## src/rtl/star_scanner_pkg.sv

```systemverilog
// Shared definitions for the star scanner: FSM state codes, default geometry
// and the framebuffer address-width helper.
package star_scanner_pkg;

    localparam int DEF_WIDTH  = 6;
    localparam int DEF_HEIGHT = 6;
    localparam int DEF_X_W    = 3;
    localparam int DEF_Y_W    = 3;
    localparam int DEF_COL_W  = 3;

    localparam logic [2:0] ST_IDLE   = 3'd0;
    localparam logic [2:0] ST_SCAN   = 3'd1;
    localparam logic [2:0] ST_WAIT   = 3'd2;
    localparam logic [2:0] ST_CHECK  = 3'd3;
    localparam logic [2:0] ST_REPORT = 3'd4;
    localparam logic [2:0] ST_CLEAR  = 3'd5;
    localparam logic [2:0] ST_NEXT   = 3'd6;
    localparam logic [2:0] ST_DONE   = 3'd7;

    // A 1x1 image still needs a 1-bit address bus.
    function automatic int addr_width(input int width, input int height);
        return (width * height > 1) ? $clog2(width * height) : 1;
    endfunction

endpackage

```

## src/rtl/star_scanner_if.sv

```systemverilog
// Framebuffer port and star-report handshake between the scanner (master)
// and the memory / star mapper side (slave).
interface star_scanner_if
    import star_scanner_pkg::*;
#(
    parameter int ADDR_W = addr_width(DEF_WIDTH, DEF_HEIGHT),
    parameter int COL_W  = DEF_COL_W,
    parameter int X_W    = DEF_X_W,
    parameter int Y_W    = DEF_Y_W
) ();
    logic [ADDR_W-1:0] mem_addr;
    logic [COL_W-1:0]  mem_rdata;
    logic              mem_wren;
    logic [COL_W-1:0]  mem_wdata;
    logic              star_valid;
    logic [X_W-1:0]    star_x;
    logic [Y_W-1:0]    star_y;
    logic              star_ack;

    modport master (
        output mem_addr, mem_wren, mem_wdata, star_valid, star_x, star_y,
        input  mem_rdata, star_ack
    );

    modport slave (
        input  mem_addr, mem_wren, mem_wdata, star_valid, star_x, star_y,
        output mem_rdata, star_ack
    );
endinterface

```

## src/rtl/star_scanner_addr_xlate.sv

```systemverilog
// Combinational {x,y} -> linear framebuffer address for an arbitrary row width.
module scan_addr_xlate
    import star_scanner_pkg::*;
#(
    parameter int WIDTH  = DEF_WIDTH,
    parameter int X_W    = DEF_X_W,
    parameter int Y_W    = DEF_Y_W,
    parameter int ADDR_W = addr_width(DEF_WIDTH, DEF_HEIGHT)
) (
    input  logic [X_W-1:0]    x,
    input  logic [Y_W-1:0]    y,
    output logic [ADDR_W-1:0] addr
);
    localparam logic [ADDR_W-1:0] ROW_LEN = ADDR_W'(WIDTH);

    // x and y are bounded by the image size, so the sum always fits in ADDR_W.
    always_comb begin
        addr = ADDR_W'(y) * ROW_LEN + ADDR_W'(x);
    end
endmodule

```

## src/rtl/star_scanner.sv

```systemverilog
// Raster star scanner: walks the framebuffer row by row, reports each pixel above
// THRESHOLD over a valid/ack handshake, then blanks it once it is acknowledged.
module star_scanner
    import star_scanner_pkg::*;
#(
    parameter int WIDTH     = DEF_WIDTH,
    parameter int HEIGHT    = DEF_HEIGHT,
    parameter int X_W       = DEF_X_W,
    parameter int Y_W       = DEF_Y_W,
    parameter int COL_W     = DEF_COL_W,
    parameter int THRESHOLD = 0,
    parameter int BLANK_COL = 0,
    parameter int RD_LAT    = 1,
    parameter int CNT_W     = 8,
    parameter int ADDR_W    = addr_width(WIDTH, HEIGHT)
) (
    input  logic             clk,
    input  logic             reset,
    input  logic             start,
    star_scanner_if.master   bus,
    output logic             busy,
    output logic             done,
    output logic [CNT_W-1:0] stars_found
);
    localparam logic [X_W-1:0]   X_LAST    = X_W'(WIDTH - 1);
    localparam logic [Y_W-1:0]   Y_LAST    = Y_W'(HEIGHT - 1);
    localparam logic [1:0]       WAIT_LAST = 2'(RD_LAT - 1);
    localparam logic [COL_W-1:0] THRESH    = COL_W'(THRESHOLD);

    logic [2:0]        state_q, state_d;
    logic [X_W-1:0]    x_q, x_d;
    logic [Y_W-1:0]    y_q, y_d;
    logic [1:0]        wait_q, wait_d;
    logic [ADDR_W-1:0] addr_q, addr_d;
    logic [ADDR_W-1:0] pix_addr;
    logic              wren_q, wren_d;
    logic              valid_q, valid_d;
    logic              busy_q, busy_d;
    logic              done_q, done_d;
    logic [CNT_W-1:0]  cnt_q, cnt_d;

    scan_addr_xlate #(
        .WIDTH  (WIDTH),
        .X_W    (X_W),
        .Y_W    (Y_W),
        .ADDR_W (ADDR_W)
    ) u_xlate (
        .x    (x_q),
        .y    (y_q),
        .addr (pix_addr)
    );

    always_comb begin
        state_d = state_q;
        x_d     = x_q;
        y_d     = y_q;
        wait_d  = wait_q;
        addr_d  = addr_q;
        wren_d  = 1'b0;
        valid_d = valid_q;
        busy_d  = busy_q;
        done_d  = done_q;
        cnt_d   = cnt_q;
        case (state_q)
            ST_IDLE: begin
                if (start) begin
                    state_d = ST_SCAN;
                    x_d     = '0;
                    y_d     = '0;
                    cnt_d   = '0;
                    done_d  = 1'b0;
                    busy_d  = 1'b1;
                end
            end
            ST_SCAN: begin
                addr_d  = pix_addr;
                wait_d  = '0;
                state_d = ST_WAIT;
            end
            ST_WAIT: begin
                if (wait_q == WAIT_LAST) begin
                    state_d = ST_CHECK;
                end else begin
                    wait_d = wait_q + 2'd1;
                end
            end
            ST_CHECK: begin
                if (bus.mem_rdata > THRESH) begin
                    valid_d = 1'b1;
                    state_d = ST_REPORT;
                end else begin
                    state_d = ST_NEXT;
                end
            end
            // The blanking write is armed on the ack edge so it lands in CLEAR only.
            ST_REPORT: begin
                if (bus.star_ack) begin
                    valid_d = 1'b0;
                    wren_d  = 1'b1;
                    if (cnt_q != {CNT_W{1'b1}}) begin
                        cnt_d = cnt_q + CNT_W'(1);
                    end
                    state_d = ST_CLEAR;
                end
            end
            ST_CLEAR: begin
                state_d = ST_NEXT;
            end
            ST_NEXT: begin
                if (x_q == X_LAST) begin
                    x_d = '0;
                    if (y_q == Y_LAST) begin
                        state_d = ST_DONE;
                    end else begin
                        y_d     = y_q + Y_W'(1);
                        state_d = ST_SCAN;
                    end
                end else begin
                    x_d     = x_q + X_W'(1);
                    state_d = ST_SCAN;
                end
            end
            ST_DONE: begin
                busy_d  = 1'b0;
                done_d  = 1'b1;
                state_d = ST_IDLE;
            end
            default: begin
                state_d = ST_IDLE;
            end
        endcase
    end

    always_ff @(posedge clk or posedge reset) begin
        if (reset) begin
            state_q <= ST_IDLE;
            x_q     <= '0;
            y_q     <= '0;
            wait_q  <= '0;
            addr_q  <= '0;
            wren_q  <= 1'b0;
            valid_q <= 1'b0;
            busy_q  <= 1'b0;
            done_q  <= 1'b0;
            cnt_q   <= '0;
        end else begin
            state_q <= state_d;
            x_q     <= x_d;
            y_q     <= y_d;
            wait_q  <= wait_d;
            addr_q  <= addr_d;
            wren_q  <= wren_d;
            valid_q <= valid_d;
            busy_q  <= busy_d;
            done_q  <= done_d;
            cnt_q   <= cnt_d;
        end
    end

    assign bus.mem_addr   = addr_q;
    assign bus.mem_wren   = wren_q;
    assign bus.mem_wdata  = COL_W'(BLANK_COL);
    assign bus.star_valid = valid_q;
    assign bus.star_x     = x_q;
    assign bus.star_y     = y_q;
    assign busy           = busy_q;
    assign done           = done_q;
    assign stars_found    = cnt_q;
endmodule
```

## src/flat_wrapper.sv

```systemverilog
// flat-port wrapper written by rule: the top's interface ports become plain ports
module star_scanner_flat import star_scanner_pkg::*;
#(
    parameter int WIDTH     = DEF_WIDTH,
    parameter int HEIGHT    = DEF_HEIGHT,
    parameter int X_W       = DEF_X_W,
    parameter int Y_W       = DEF_Y_W,
    parameter int COL_W     = DEF_COL_W,
    parameter int THRESHOLD = 0,
    parameter int BLANK_COL = 0,
    parameter int RD_LAT    = 1,
    parameter int CNT_W     = 8,
    parameter int ADDR_W    = addr_width(WIDTH, HEIGHT)
)
  (clk, reset, start, busy, done, stars_found, bus_mem_addr, bus_mem_wren, bus_mem_wdata, bus_star_valid, bus_star_x, bus_star_y, bus_mem_rdata, bus_star_ack);
  star_scanner_if #(.ADDR_W(ADDR_W), .COL_W(COL_W), .X_W(X_W), .Y_W(Y_W)) bus_i ();
  input  logic clk;
  input  logic reset;
  input  logic start;
  output logic busy;
  output logic done;
  output logic [CNT_W-1:0] stars_found;
  output wire logic [$bits(bus_i.mem_addr)-1:0] bus_mem_addr;
  output wire logic [$bits(bus_i.mem_wren)-1:0] bus_mem_wren;
  output wire logic [$bits(bus_i.mem_wdata)-1:0] bus_mem_wdata;
  output wire logic [$bits(bus_i.star_valid)-1:0] bus_star_valid;
  output wire logic [$bits(bus_i.star_x)-1:0] bus_star_x;
  output wire logic [$bits(bus_i.star_y)-1:0] bus_star_y;
  input wire logic [$bits(bus_i.mem_rdata)-1:0] bus_mem_rdata;
  input wire logic [$bits(bus_i.star_ack)-1:0] bus_star_ack;
  assign bus_mem_addr = bus_i.mem_addr;
  assign bus_mem_wren = bus_i.mem_wren;
  assign bus_mem_wdata = bus_i.mem_wdata;
  assign bus_star_valid = bus_i.star_valid;
  assign bus_star_x = bus_i.star_x;
  assign bus_star_y = bus_i.star_y;
  assign bus_i.mem_rdata = bus_mem_rdata;
  assign bus_i.star_ack = bus_star_ack;
  star_scanner #(.WIDTH(WIDTH), .HEIGHT(HEIGHT), .X_W(X_W), .Y_W(Y_W), .COL_W(COL_W), .THRESHOLD(THRESHOLD), .BLANK_COL(BLANK_COL), .RD_LAT(RD_LAT), .CNT_W(CNT_W), .ADDR_W(ADDR_W)) u_core (.clk(clk), .reset(reset), .start(start), .bus(bus_i), .busy(busy), .done(done), .stars_found(stars_found));
endmodule
```

## config.mk

```make
export PLATFORM = sky130hd
export DESIGN_NAME = star_scanner_flat
export DESIGN_NICKNAME = d
export VERILOG_FILES = /design/src/rtl/star_scanner_pkg.sv /design/src/rtl/star_scanner_if.sv /design/src/rtl/star_scanner_addr_xlate.sv /design/src/rtl/star_scanner.sv /design/src/flat_wrapper.sv
export SDC_FILE = /design/constraint.sdc
export NUM_CORES = 1
export LEC_CHECK = 0
export CORE_MARGIN = 3
export CORE_UTILIZATION = 35
export DETAILED_ROUTE_END_ITERATION = 7
export PLACE_DENSITY = 0.64
export SLEW_MARGIN = 25
export SYNTH_ARGS = -nofsm -noshare
export SYNTH_HDL_FRONTEND = slang
export SYNTH_SLANG_ARGS = --single-unit
export TNS_END_PERCENT = 1
```

## constraint.sdc

```tcl
create_clock -name clk -period 2.75 [get_ports clk]
set_input_delay 0.55 -clock clk [delete_from_list [all_inputs] [get_ports clk]]
set_output_delay 0.55 -clock clk [all_outputs]
set_load 0.02 [all_outputs]
```

# Word-level counts from Yosys, hierarchy flattened
# Cells that the tools add are included.
# Widths: inputs -> output; s select.
[totals] regBits=29 inputBits=7 output_inout_bits=27 elab_cells=77
[op_classes] addsub=5 mul=1 magnitude_cmp=1 eq_ne=18 mux=28 reduce_logical=14
[op_table] op="$mux 3" n=9
[op_table] op="$mux 8" n=3
[op_table] op="$pmux 3 s8" n=1
[op_table] op="$eq 3x3->1 const B" n=6
[op_table] op="$pmux 8 s2" n=1
[op_table] op="$pmux 3 s2" n=2
[op_table] op="$reduce_bool 2->1" n=5
[op_table] op="$add 8x1->8 const B" n=1
[op_table] op="$ne 2x1->1 const B" n=4
[op_table] op="$ne 2x2->1 const B" n=4
[op_table] op="$ne 8x8->1 const B" n=1
[op_table] op="$reduce_and 4->1" n=2
[op_table] op="$add 3x1->3 const B" n=2
[op_table] op="$add 6x3->6" n=1
[op_table] op="$eq 3x2->1 const B" n=2
[op_table] op="$mux 1" n=6
[op_table] op="$pmux 1 s2" n=3
[op_table] op="$reduce_and 2->1" n=3
[op_table] op="$reduce_and 3->1" n=2
[op_table] op="$mul 3x2->5 const B" n=1
[op_table] op="$mux 2" n=2
[op_table] op="$pmux 2 s2" n=1
[op_table] op="$eq 3x1->1 const B" n=1
[op_table] op="$gt 3x1->1 const B" n=1
[op_table] op="3 further kinds" n=3

# Depth between registers and ports, before layout
[depth] word_depth=4 ltp_mapped=8 ltp_nobuf=8

# By module
# From an unflattened synthesis, not the netlist that was laid out.
[unflattened] cells_unflattened=159 hier_area_um2=1684.1
[modules_own_cells] module="star_scanner" n_inst=1 cells_each=142 area_per_inst_um2=1514.0 seq_area_each_um2=725.7
[modules_own_cells] module="scan_addr_xlate" n_inst=1 cells_each=17 area_per_inst_um2=170.2 seq_area_each_um2=0.0

# Worst setup path after synthesis
# Ideal clock, no wire load.
[synth_timing] path_type="register -> register" from="register u_core.y_q[1] (netlist: u_core.bus.star_y[1])" to="register u_core.addr_q[4] (netlist: u_core.bus.mem_addr[4])" setup_time_ns=0.125 arrival_time_ns=1.776 required_time_ns=2.625 path_slack_ns=0.850 path_stages_with_launch=9 path_buffers=0 synth_period_minus_slack_ns=1.900 path_cell_list="dfrtp_1 -> inv_1 -> ha_1 -> inv_1 -> ha_1 -> a21oi_1 -> nor2b_1 -> xnor2_1 -> mux2_2"
[synth_between] elab_chain_len=2
[synth_lines] item="from (decl)" line="star_scanner.sv:32" source="logic [Y_W-1:0] y_q, y_d;"
[synth_lines] item="from (signal assigned)" line="star_scanner.sv:149" source="y_q <= y_d;"
[synth_lines] item="$mul 3x2->5" line="star_scanner_addr_xlate.sv:18" source="addr = ADDR_W'(y) * ROW_LEN + ADDR_W'(x);"
[synth_lines] item="$add 6x3->6" line="star_scanner_addr_xlate.sv:18"
[synth_lines] item="to (signal assigned)" line="star_scanner.sv:151" source="addr_q <= addr_d;"
[synth_lines] item="to (decl)" line="star_scanner.sv:34" source="logic [ADDR_W-1:0] addr_q, addr_d;"
# No other way between the ends.
# A chain may end at the register's enable or synchronous reset.

# Final worst setup path
[layout_timing] from="register u_core.y_q[2] (netlist: u_core.bus.star_y[2])" to="output port bus_star_y[2]"
[layout_rtl] item="to (decl)" line="flat_wrapper.sv:28" source="output wire logic [$bits(bus_i.star_y)-1:0] bus_star_y;"
# No word-level cell between the ends.

==> flow_summary.ini <==
[run_status]
status = complete, no violations

[logic_synthesis]
synth_fa_ha_area_frac = 0.0825
synth_top_family_by_area = simple AND/OR/NAND/NOR gates
synth_area_per_cell_um2 = 9.77
netlist_instances = 174
netlist-cell-type-count = 43
synth_compound_area_frac = 0.171
yosysTopAreaCell = dfrtp_1
synthXorXnorAreaFrac = 0.0206
yosys_warnings = 0
netlist_area_um2 = 1700
synth.top_cell.area_share = 0.427
synth_area_leaders = dfrtp_1 (43%), ha_1 (5.9%), o21ai_0 (4.4%)
synth-simple-area-share = 0.181
ys_seq_elements = 29
yosysSeqAreaShare = 0.427
synthMuxAreaShare = 0.0508

[clock_tree]
cts_hold_buf = 0
post_cts_buffers = 0
numCtsBuffers = 5
clkTransAtPathRegs_ns = 0.07
cts.htree.levels = 2
cts_resized = 0
cts.sinks = 29
cts_root_buf = clkbuf_8
insertion_delay_ns = 0.28
cts_tree = done
clk_path_buf_depth = 2

[layout]
drive_gt1_frac = 0.107
syn_to_final_growth_pct = 24.1
regArea_um2 = 726
multi_input_area_um2 = 871
diodes = 0
fin_nets = 222
nFillCells = 460

[floorplan]
num_rows = 24
core_area_um2 = 4500
die-height_um = 75.7
initial_utilization = 0.377
ioPinCount = 34
dieArea_um2 = 5730
die_w_um = 75.7

[timing]
tightest_slew_ns = 0.508
finalHoldViolations = 0
fin_skew_ns = 0.00854
final.period_utilization = 0.749
post-route-min-period_ns = 2.06
tns_ns = 0
setup_viol = 0
layout_setup_ws_ns = 0.692
maxSlewHeadroom = 0.661
rsz0062_at_grt = false
fmax_mhz = 486
drv_slew = 0

[global_routing]
grt_pass1_wl_um = 5910
overflow = 0
met1_usage = 0.181
grt_start_max_net_pins = 30
antenna_found_initial = 0
grtUsageMet3 = 0.0435
grt_usage = 0.136
grt_pass1_vias = 1268
gr-usage-met2 = 0.205
top_usage_layer = met2

[pwr]
ir_drop_mv = 0.371
p_leak_nw = 0.926
power_density_nw_per_um2 = 734

[route]
ant_nets = 0
vias_per_cell = 5.06
routed_wl_um = 3560
drt-wirelength-per-cell_um = 13.8
firstDrtPassIters = 4
vias = 1306
drt_iter0_drc = 59
drc = 0

[worst_setup_path]
crit_slowest_cell = clkdlybuf4s50_1
crit_path_max_fanout = 8
end_kind = output port
cp_data_arrival_time_ns = 1.51
ff2ff_path_depth = 8
path_buf_inv = 1
path_class = flip-flop to output port
cp.required_ns = 2.20
cp.depth = 1
path_delay_family = buffers and inverters
crit_chain = clkdlybuf4s50_1
start_kind = flip-flop
slowest_delay_ns = 0.68

[placed_design]
gp_congestion = 0.782
hpwl_um = 2460
place_ws_ns = 0.429
portBuffers = 30

[min_path]
worst_hold_path_type = flip-flop to flip-flop
timing.hold.worst_path_depth = 2

[flow_run]
drv_cap = 0
-- final timing paths --
| path | from | endpoint | slack [ns] |
|---|---|---|---|
| worst min register to register | u_core.wait_q[0] | u_core.wait_q[0] | 0.50 |
| worst max-delay path | u_core.bus.star_y[2] | bus_star_y[2] | 0.69 |
| worst min-delay path | u_core.wait_q[0] | u_core.wait_q[0] | 0.50 |
| worst max register to register | u_core.bus.star_y[1] | u_core.bus.mem_addr[4] | 0.85 |
| min in group asynchronous | reset | u_core.bus.mem_addr[5] | 0.63 |
| max in group asynchronous | reset | u_core.busy | 1.82 |
-- through the flow --
stage	instances	power, W	hold slack, ns	instance area (um2)	util
global placement	250	0.00122	0.465	2030	0.450
finish	258	0.00155	0.499	2110	0.468
floorplan	176	0.00102	0.450	1710	-
detailed placement	250	0.00122	0.487	2030	0.450
CTS	258	0.00157	0.503	2110	0.468
global route	258	0.00165	0.534	2110	0.468
-- logic make-up after synthesis --
logic type      Yosys count
simple gates             59
compound gates           42
flops                    29
buf+inv                  21
fa+ha+maj                10
mux                       8
xor+xnor                  4
other cells               1
-- per-layer routing --
layer	part of all wire	routed length (um)
met5	0	0
met2	0.46	1640
met1	0.48	1700
met4	0.021	74
met3	0.038	136
-- registers in the layout (all words and copies together), names as in the netlist --
signal / flops
u_core.bus.mem_addr: 6
u_core.bus.mem_wren: 1
u_core.bus.star_valid: 1
u_core.bus.star_x: 3
u_core.bus.star_y: 3
u_core.busy: 1
u_core.done: 1
u_core.stars_found: 8
u_core.state_q: 3
u_core.wait_q: 2
-- power breakdown --
group | leakage, nW | switching (W) | internal, W | total [W]
Combinational | 0.494 | 0.000285 | 0.000266 | 0.000551
Sequential | 0.387 | 0.000140 | 0.000513 | 0.000653
Clock | 0.0450 | 0.000169 | 0.000175 | 0.000344
-- cell usage in the layout (no fill, tap or decap), types with 2 or more instances in the layout --
master | Yosys | final
inv_1 | 9 | 9
o31ai_2 | 2 | 2
clkdlybuf4s50_1 | 0 | 30
buf_4 | 4 | 4
and3b_1 | 2 | 2
or3_1 | 3 | 3
nand2_1 | 16 | 16
clkinv_2 | 0 | 2
and2_1 | 2 | 2
o31ai_1 | 6 | 6
mux2_2 | 5 | 5
nor3_1 | 2 | 2
conb_1 | 1 | 3
dfrtp_1 | 29 | 29
nand2b_1 | 2 | 2
mux2i_1 | 3 | 3
o21ai_0 | 15 | 15
xnor2_1 | 3 | 3
nand3b_1 | 2 | 2
a31oi_1 | 4 | 4
o41ai_2 | 2 | 2
a21oi_1 | 6 | 6
fa_1 | 2 | 2
nor2b_1 | 2 | 2
nor2_1 | 13 | 13
ha_1 | 8 | 8
nand3_1 | 7 | 7
clkbuf_8 | 0 | 5
and3_1 | 2 | 2
-- area by class of cell --
| class | count | area share |
|---|---|---|
| Timing Repair Buffer | 34 | 0.157 |
| Inverter | 9 | 0.0160 |
| Clock buffer | 6 | 0.0344 |
| Sequential cell | 29 | 0.344 |
| Clock inverter | 2 | 0.00475 |
| Multi-Input combinational cell | 126 | 0.413 |
| Tap cell | 52 | 0.0309 |
-- synth_stat cells (all sizes together) --
cell / instances
dfrtp: 29
nand2: 16
o21ai: 15
nor2: 13
inv: 9
ha: 8
o31ai: 8
buf: 7
nand3: 7
a21oi: 6
clkbuf: 5
mux2: 5
a31oi: 4
mux2i: 3
nor3: 3
or3: 3
xnor2: 3
and2: 2
and3: 2
and3b: 2
fa: 2
nand2b: 2
nand3b: 2
nor2b: 2
o41ai: 2
a211o: 1
a211oi: 1
a22oi: 1
and4: 1
conb: 1
nand4: 1
nor3b: 1
nor4b: 1
o21a: 1
o22ai: 1
o2bb2a: 1
o32a: 1
or3b: 1
xor2: 1
No activity file was read; power rests on OpenSTA's default activity.
